## config.mk

```make
export PLATFORM = sky130hd
export DESIGN_NAME = masked_sbox_sequencer
export DESIGN_NICKNAME = d
export VERILOG_FILES = /design/src/rtl/masked_sbox_sequencer.sv
export SDC_FILE = /design/constraint.sdc
export NUM_CORES = 2
export LEC_CHECK = 0
export CAP_MARGIN = 15
export CORE_MARGIN = 8
export CORE_UTILIZATION = 38
export DETAILED_ROUTE_END_ITERATION = 10
export PLACE_DENSITY = 0.68
export SETUP_SLACK_MARGIN = 0.4
export SKIP_LAST_GASP = 1
export SLEW_MARGIN = 20
export SYNTH_ARGS = -nofsm -noshare
export SYNTH_HDL_FRONTEND = slang
export SYNTH_SLANG_ARGS = --single-unit
export TNS_END_PERCENT = 1
```

## constraint.sdc

```tcl
create_clock -name clk -period 34.1 [get_ports clk]
set_clock_uncertainty 0.2 [all_clocks]
set_input_delay 6.82 -clock clk [delete_from_list [all_inputs] [get_ports clk]]
set_output_delay 6.82 -clock clk [all_outputs]
set_load 0.005 [all_outputs]
```

## src/rtl/masked_sbox_sequencer.sv

```systemverilog
// Byte-serial masked SubBytes/InvSubBytes sequencer for an area-optimised AES core.
// One shared combinational masked S-box; fresh LFSR output mask per byte.

module sbox_masked_canright (
  input  logic [7:0] a,
  input  logic [7:0] m,
  input  logic [7:0] n,
  input  logic       encrypt,
  output logic [7:0] q
);
  function automatic logic [7:0] gf_mul(input logic [7:0] x, input logic [7:0] y);
    logic [7:0] p;
    logic [7:0] t;
    p = 8'h00;
    t = x;
    for (int k = 0; k < 8; k++) begin
      if (y[k]) p = p ^ t;
      t = {t[6:0], 1'b0} ^ (t[7] ? 8'h1B : 8'h00);
    end
    return p;
  endfunction

  // x^254 is the multiplicative inverse in GF(2^8), and maps 0 to 0.
  function automatic logic [7:0] gf_inv(input logic [7:0] x);
    logic [7:0] s;
    logic [7:0] r;
    s = x;
    r = 8'h01;
    for (int k = 1; k < 8; k++) begin
      s = gf_mul(s, s);
      r = gf_mul(r, s);
    end
    return r;
  endfunction

  function automatic logic [7:0] affine(input logic [7:0] b);
    return b ^ {b[6:0], b[7]} ^ {b[5:0], b[7:6]} ^ {b[4:0], b[7:5]} ^ {b[3:0], b[7:4]} ^ 8'h63;
  endfunction

  function automatic logic [7:0] inv_affine(input logic [7:0] b);
    return {b[6:0], b[7]} ^ {b[4:0], b[7:5]} ^ {b[1:0], b[7:2]} ^ 8'h05;
  endfunction

  logic [7:0] x;
  assign x = a ^ m;
  assign q = (encrypt ? affine(gf_inv(x)) : gf_inv(inv_affine(x))) ^ n;
endmodule

// state | meaning
// IDLE  | waiting for an input state, seed loads honoured
// RUN   | one byte per cycle through the S-box, LFSR advances
// DRAIN | PIPE=1 only: writes the last registered byte
// DONE  | result held with out_valid until out_ready
module masked_sbox_sequencer #(
  parameter bit          PIPE       = 1'b0,
  parameter logic [15:0] RESET_SEED = 16'hACE1
) (
  input  logic         clk,
  input  logic         rst_n,
  input  logic         in_valid,
  output logic         in_ready,
  input  logic         encrypt,
  input  logic [127:0] in_data,
  input  logic [127:0] in_mask,
  input  logic         seed_load,
  input  logic [15:0]  seed,
  output logic         out_valid,
  input  logic         out_ready,
  output logic [127:0] out_data,
  output logic [127:0] out_mask,
  output logic         busy
);
  typedef enum logic [1:0] {IDLE = 2'd0, RUN = 2'd1, DRAIN = 2'd2, DONE = 2'd3} state_t;

  state_t       state;
  logic [3:0]   cnt;
  logic [15:0]  lfsr;
  logic         enc_q;
  logic [127:0] data_q;
  logic [127:0] mask_q;
  logic [7:0]   q_pipe;
  logic [7:0]   n_pipe;
  logic [3:0]   idx_pipe;
  logic         pend;
  logic [7:0]   sb_a;
  logic [7:0]   sb_m;
  logic [7:0]   sb_n;
  logic [7:0]   sb_q;
  logic [15:0]  lfsr_next;
  logic [15:0]  seed_eff;

  assign sb_a      = data_q[{cnt, 3'b000} +: 8];
  assign sb_m      = mask_q[{cnt, 3'b000} +: 8];
  assign sb_n      = lfsr[7:0];
  assign lfsr_next = {1'b0, lfsr[15:1]} ^ (lfsr[0] ? 16'hB400 : 16'h0000);
  // A zero seed would lock the LFSR, so it is replaced by the reset seed.
  assign seed_eff  = (seed == 16'h0000) ? RESET_SEED : seed;
  assign in_ready  = (state == IDLE) && rst_n;

  sbox_masked_canright u_sbox (
    .a       (sb_a),
    .m       (sb_m),
    .n       (sb_n),
    .encrypt (enc_q),
    .q       (sb_q)
  );

  always_ff @(posedge clk or negedge rst_n) begin
    if (!rst_n) begin
      state     <= IDLE;
      cnt       <= 4'd0;
      lfsr      <= RESET_SEED;
      enc_q     <= 1'b0;
      data_q    <= '0;
      mask_q    <= '0;
      q_pipe    <= 8'h00;
      n_pipe    <= 8'h00;
      idx_pipe  <= 4'd0;
      pend      <= 1'b0;
      out_valid <= 1'b0;
      out_data  <= '0;
      out_mask  <= '0;
      busy      <= 1'b0;
    end else begin
      pend <= 1'b0;
      case (state)
        IDLE: begin
          if (seed_load) lfsr <= seed_eff;
          if (in_valid) begin
            data_q <= in_data;
            mask_q <= in_mask;
            enc_q  <= encrypt;
            cnt    <= 4'd0;
            busy   <= 1'b1;
            state  <= RUN;
          end
        end
        RUN: begin
          lfsr <= lfsr_next;
          if (PIPE) begin
            // Q and N are kept in separate registers, never combined.
            q_pipe   <= sb_q;
            n_pipe   <= sb_n;
            idx_pipe <= cnt;
            pend     <= 1'b1;
          end else begin
            out_data[{cnt, 3'b000} +: 8] <= sb_q;
            out_mask[{cnt, 3'b000} +: 8] <= sb_n;
          end
          if (cnt == 4'd15) begin
            cnt <= 4'd0;
            if (PIPE) begin
              state <= DRAIN;
            end else begin
              state     <= DONE;
              out_valid <= 1'b1;
            end
          end else begin
            cnt <= cnt + 4'd1;
          end
        end
        DRAIN: begin
          state     <= DONE;
          out_valid <= 1'b1;
        end
        DONE: begin
          if (out_ready) begin
            state     <= IDLE;
            out_valid <= 1'b0;
            busy      <= 1'b0;
          end
        end
        default: state <= IDLE;
      endcase
      if (PIPE && pend) begin
        out_data[{idx_pipe, 3'b000} +: 8] <= q_pipe;
        out_mask[{idx_pipe, 3'b000} +: 8] <= n_pipe;
      end
    end
  end
endmodule

```

==> metrics.cfg <==
[status]
status=finished, final reports clean

[routing]
dr_total_vias=44840
totalWireLength_mm=174.8
vias_per_cell=5.685
antenna_left=0
dr.pass1.iters=6
drc=0
wl_per_cell_um=22.16
drt_iter0_markers=4597

[logic_synthesis]
syn_inst=5666
ys_seq_area_share_pct=25.70
async_flop_share_pct=100.0
ys_types=113
synth_top_cell_area_share_pct=25.29
synth_top_family_by_area=XOR/XNOR gates
synth_edf_count=0
syn_nets=5965
yosysTopAreaCell=dfrtp_1
ys_ff_latch=537
yosys.area_share.simple_pct=14.38
ys.flop_type=dfrtp_1
muxShareOfSynthArea_pct=12.39
synth_xor_area_share_pct=28.97
synth_compound_area_share_pct=14.08
yosys-top-cells-area=dfrtp_1, xnor2_1, xnor3_1
syn_area_um2=52340
ys_warn_count=0
avgSynthCellArea_um2=9.237
yosys.area_share.adder_pct=0.5403

[hold_path]
hold_class=reg2reg

[critical_path]
cp_slowest_cell=dfrtp_4
required_ps=34450
crit_path_start_kind=flop
max_stage_delay_ps=910
cp_max_fo=45
crit_top_cell=xnor2_1
cp.arrival_ps=22840
end_kind=flop
critPathKind=reg2reg

[sta]
tightest_slew_ps=1113
setup_slack_ps=11610
rsz0062_at_grt=false
finalCriticalPeriod_ps=22490
finalHoldViolCount=0
tns_ps=0
setup_viol=0
slew_headroom_pct=25.71
post-route-period-util_pct=65.95
fmax_ghz=0.04447
drv_slew=0

[grt]
overflow=0
grt_pass1_vias=43390
grt_pass1_wl_mm=268.0
antenna_found_initial=31
grt_util_all_layers_pct=22.09
grt_max_degree=208

[layout]
seq_area_um2=13460
layout-drive-gt1-share_pct=13.87
multiInputGateArea_um2=37050
stdcell_area_um2=61380
nFillCells=13060
fin_nets=6327
layout.cells.most_common_list=xnor2_1, nand2_1, nor2_1
syn2layout_area_growth_pct=17.28
final_common_cell=xnor2_1

[placed_design]
dpl_cell_area_um2=59490
gp_congestion=0.9327
io_buffers=536
place.detailed.hpwl_mm=130.1
pre_cts_slack_ps=11690

[die]
rows=136
fp.dieArea_um2=149900
core_area_um2=137200
initial_core_util_pct=38.16
io_pins=537
die_w_um=387.1
die_y_um=387.1

[clocking]
clock-root-buffer=clkbuf_16
cts_buffers=49
clk_latency_ps=640
path_clk_slew_ps=70
tritoncts=yes
clock_sinks=537
cts_resized=0
post_cts_buffers=0
ctsHoldBuffers=0
cts.path.max_buffers=3
cts_htree_levels=2

[job]
cap_violations=0

registers in the layout, summed over array words and instances, names as in the netlist:
name       flops
cnt            4
data_q       128
lfsr          16
out_mask     128
out_valid      1
out_data     128
mask_q       128
busy           1
state          2
enc_q          1
cell families after synthesis:
kind of cell | after synthesis
XOR/XNOR | 1249
multiplexers | 528
AO/OA/AOI/OAI | 1141
AND/OR/NAND/NOR | 1750
adder cells (fa/ha/maj) | 23
buffers and inverters | 438
flip-flops | 537
routing by layer:
metal | wire length, um | global-route usage (%) | vias up | part of all wire [%]
li1 | - | - | 20670 | -
met1 | 72530 | 29.15 | 22020 | 41
met2 | 82390 | 36.90 | 1879 | 47
met3 | 14690 | 4.590 | 266 | 8.4
met4 | 5098 | 5.803 | 10 | 2.9
met5 | 69 | 0 | - | 0.039
worst paths after layout:
check / start / to / slack, ps / cells after the start
min: out_mask[31] / out_mask[31] / 280 / 2
max in group asynchronous: rst_n / lfsr[9] / 24660 / 4
max: cnt[0] / out_data[38] / 11610 / 63
min reg2reg: out_mask[31] / out_mask[31] / 280 / 2
min in group asynchronous: rst_n / data_q[114] / 5980 / 1
max reg2reg: cnt[0] / out_data[38] / 11610 / 63
cell usage after synthesis, types with 22 or more instances:
master and n:
xnor2_1 745, nand2_1 720, nor2_1 569, dfrtp_1 529, mux2_2 319, o21ai_0 287
a21oi_1 218, clkbuf_1 212, xnor3_1 200, xor2_1 180, mux2i_1 138, nor3_1 117
nand3_1 108, o21ai_1 88, buf_2 77, mux4_2 63, o22ai_1 61, a22oi_1 51
buf_4 50, xnor2_2 46, a22o_1 42, a31oi_1 42, o211ai_1 41, a211oi_1 38
inv_1 36, and2_1 32, and3_1 30, o31ai_1 30, nand2b_1 28, xor3_1 26
nor2b_1 25, buf_1 23, nand4_1 23, or2_2 23, a221oi_1 22
cell type report:
| type | instances | area share (%) |
|---|---|---|
| Tap cell | 1794 | 3.657 |
| Multi-Input combinational cell | 4691 | 60.36 |
| Timing Repair Buffer | 695 | 10.78 |
| Inverter | 54 | 0.3302 |
| Clock inverter | 36 | 0.7542 |
| Sequential cell | 537 | 21.92 |
| Clock buffer | 56 | 2.106 |
| Antenna cell | 24 | 0.09784 |
per-stage QoR:
| stage | utilization [%] | hold slack (ps) | instances |
|---|---|---|---|
| detailed placement | 43.38 | 269.0 | 7770 |
| finish | 44.75 | 277.9 | 7887 |
| global placement | 43.38 | 259.5 | 7770 |
| floorplan | - | 249.6 | 5666 |
| global route | 44.75 | 300.9 | 7884 |
| CTS | 44.66 | 282.7 | 7862 |
critical path, delay by kind of cell (launching register included):
family | cells | cell delay, ps
muxes | 5 | 1840
AOI/OAI and AO/OA | 7 | 1780
and+or+nand+nor | 6 | 1690
buffers and inverters | 11 | 2980
adders and majority gates | 3 | 1410
DFF | 1 | 910
xor gates and xnor gates | 31 | 11480
Power is not shown: default switching activity piles up to over one toggle a cycle in this logic, so the estimate is an artifact.
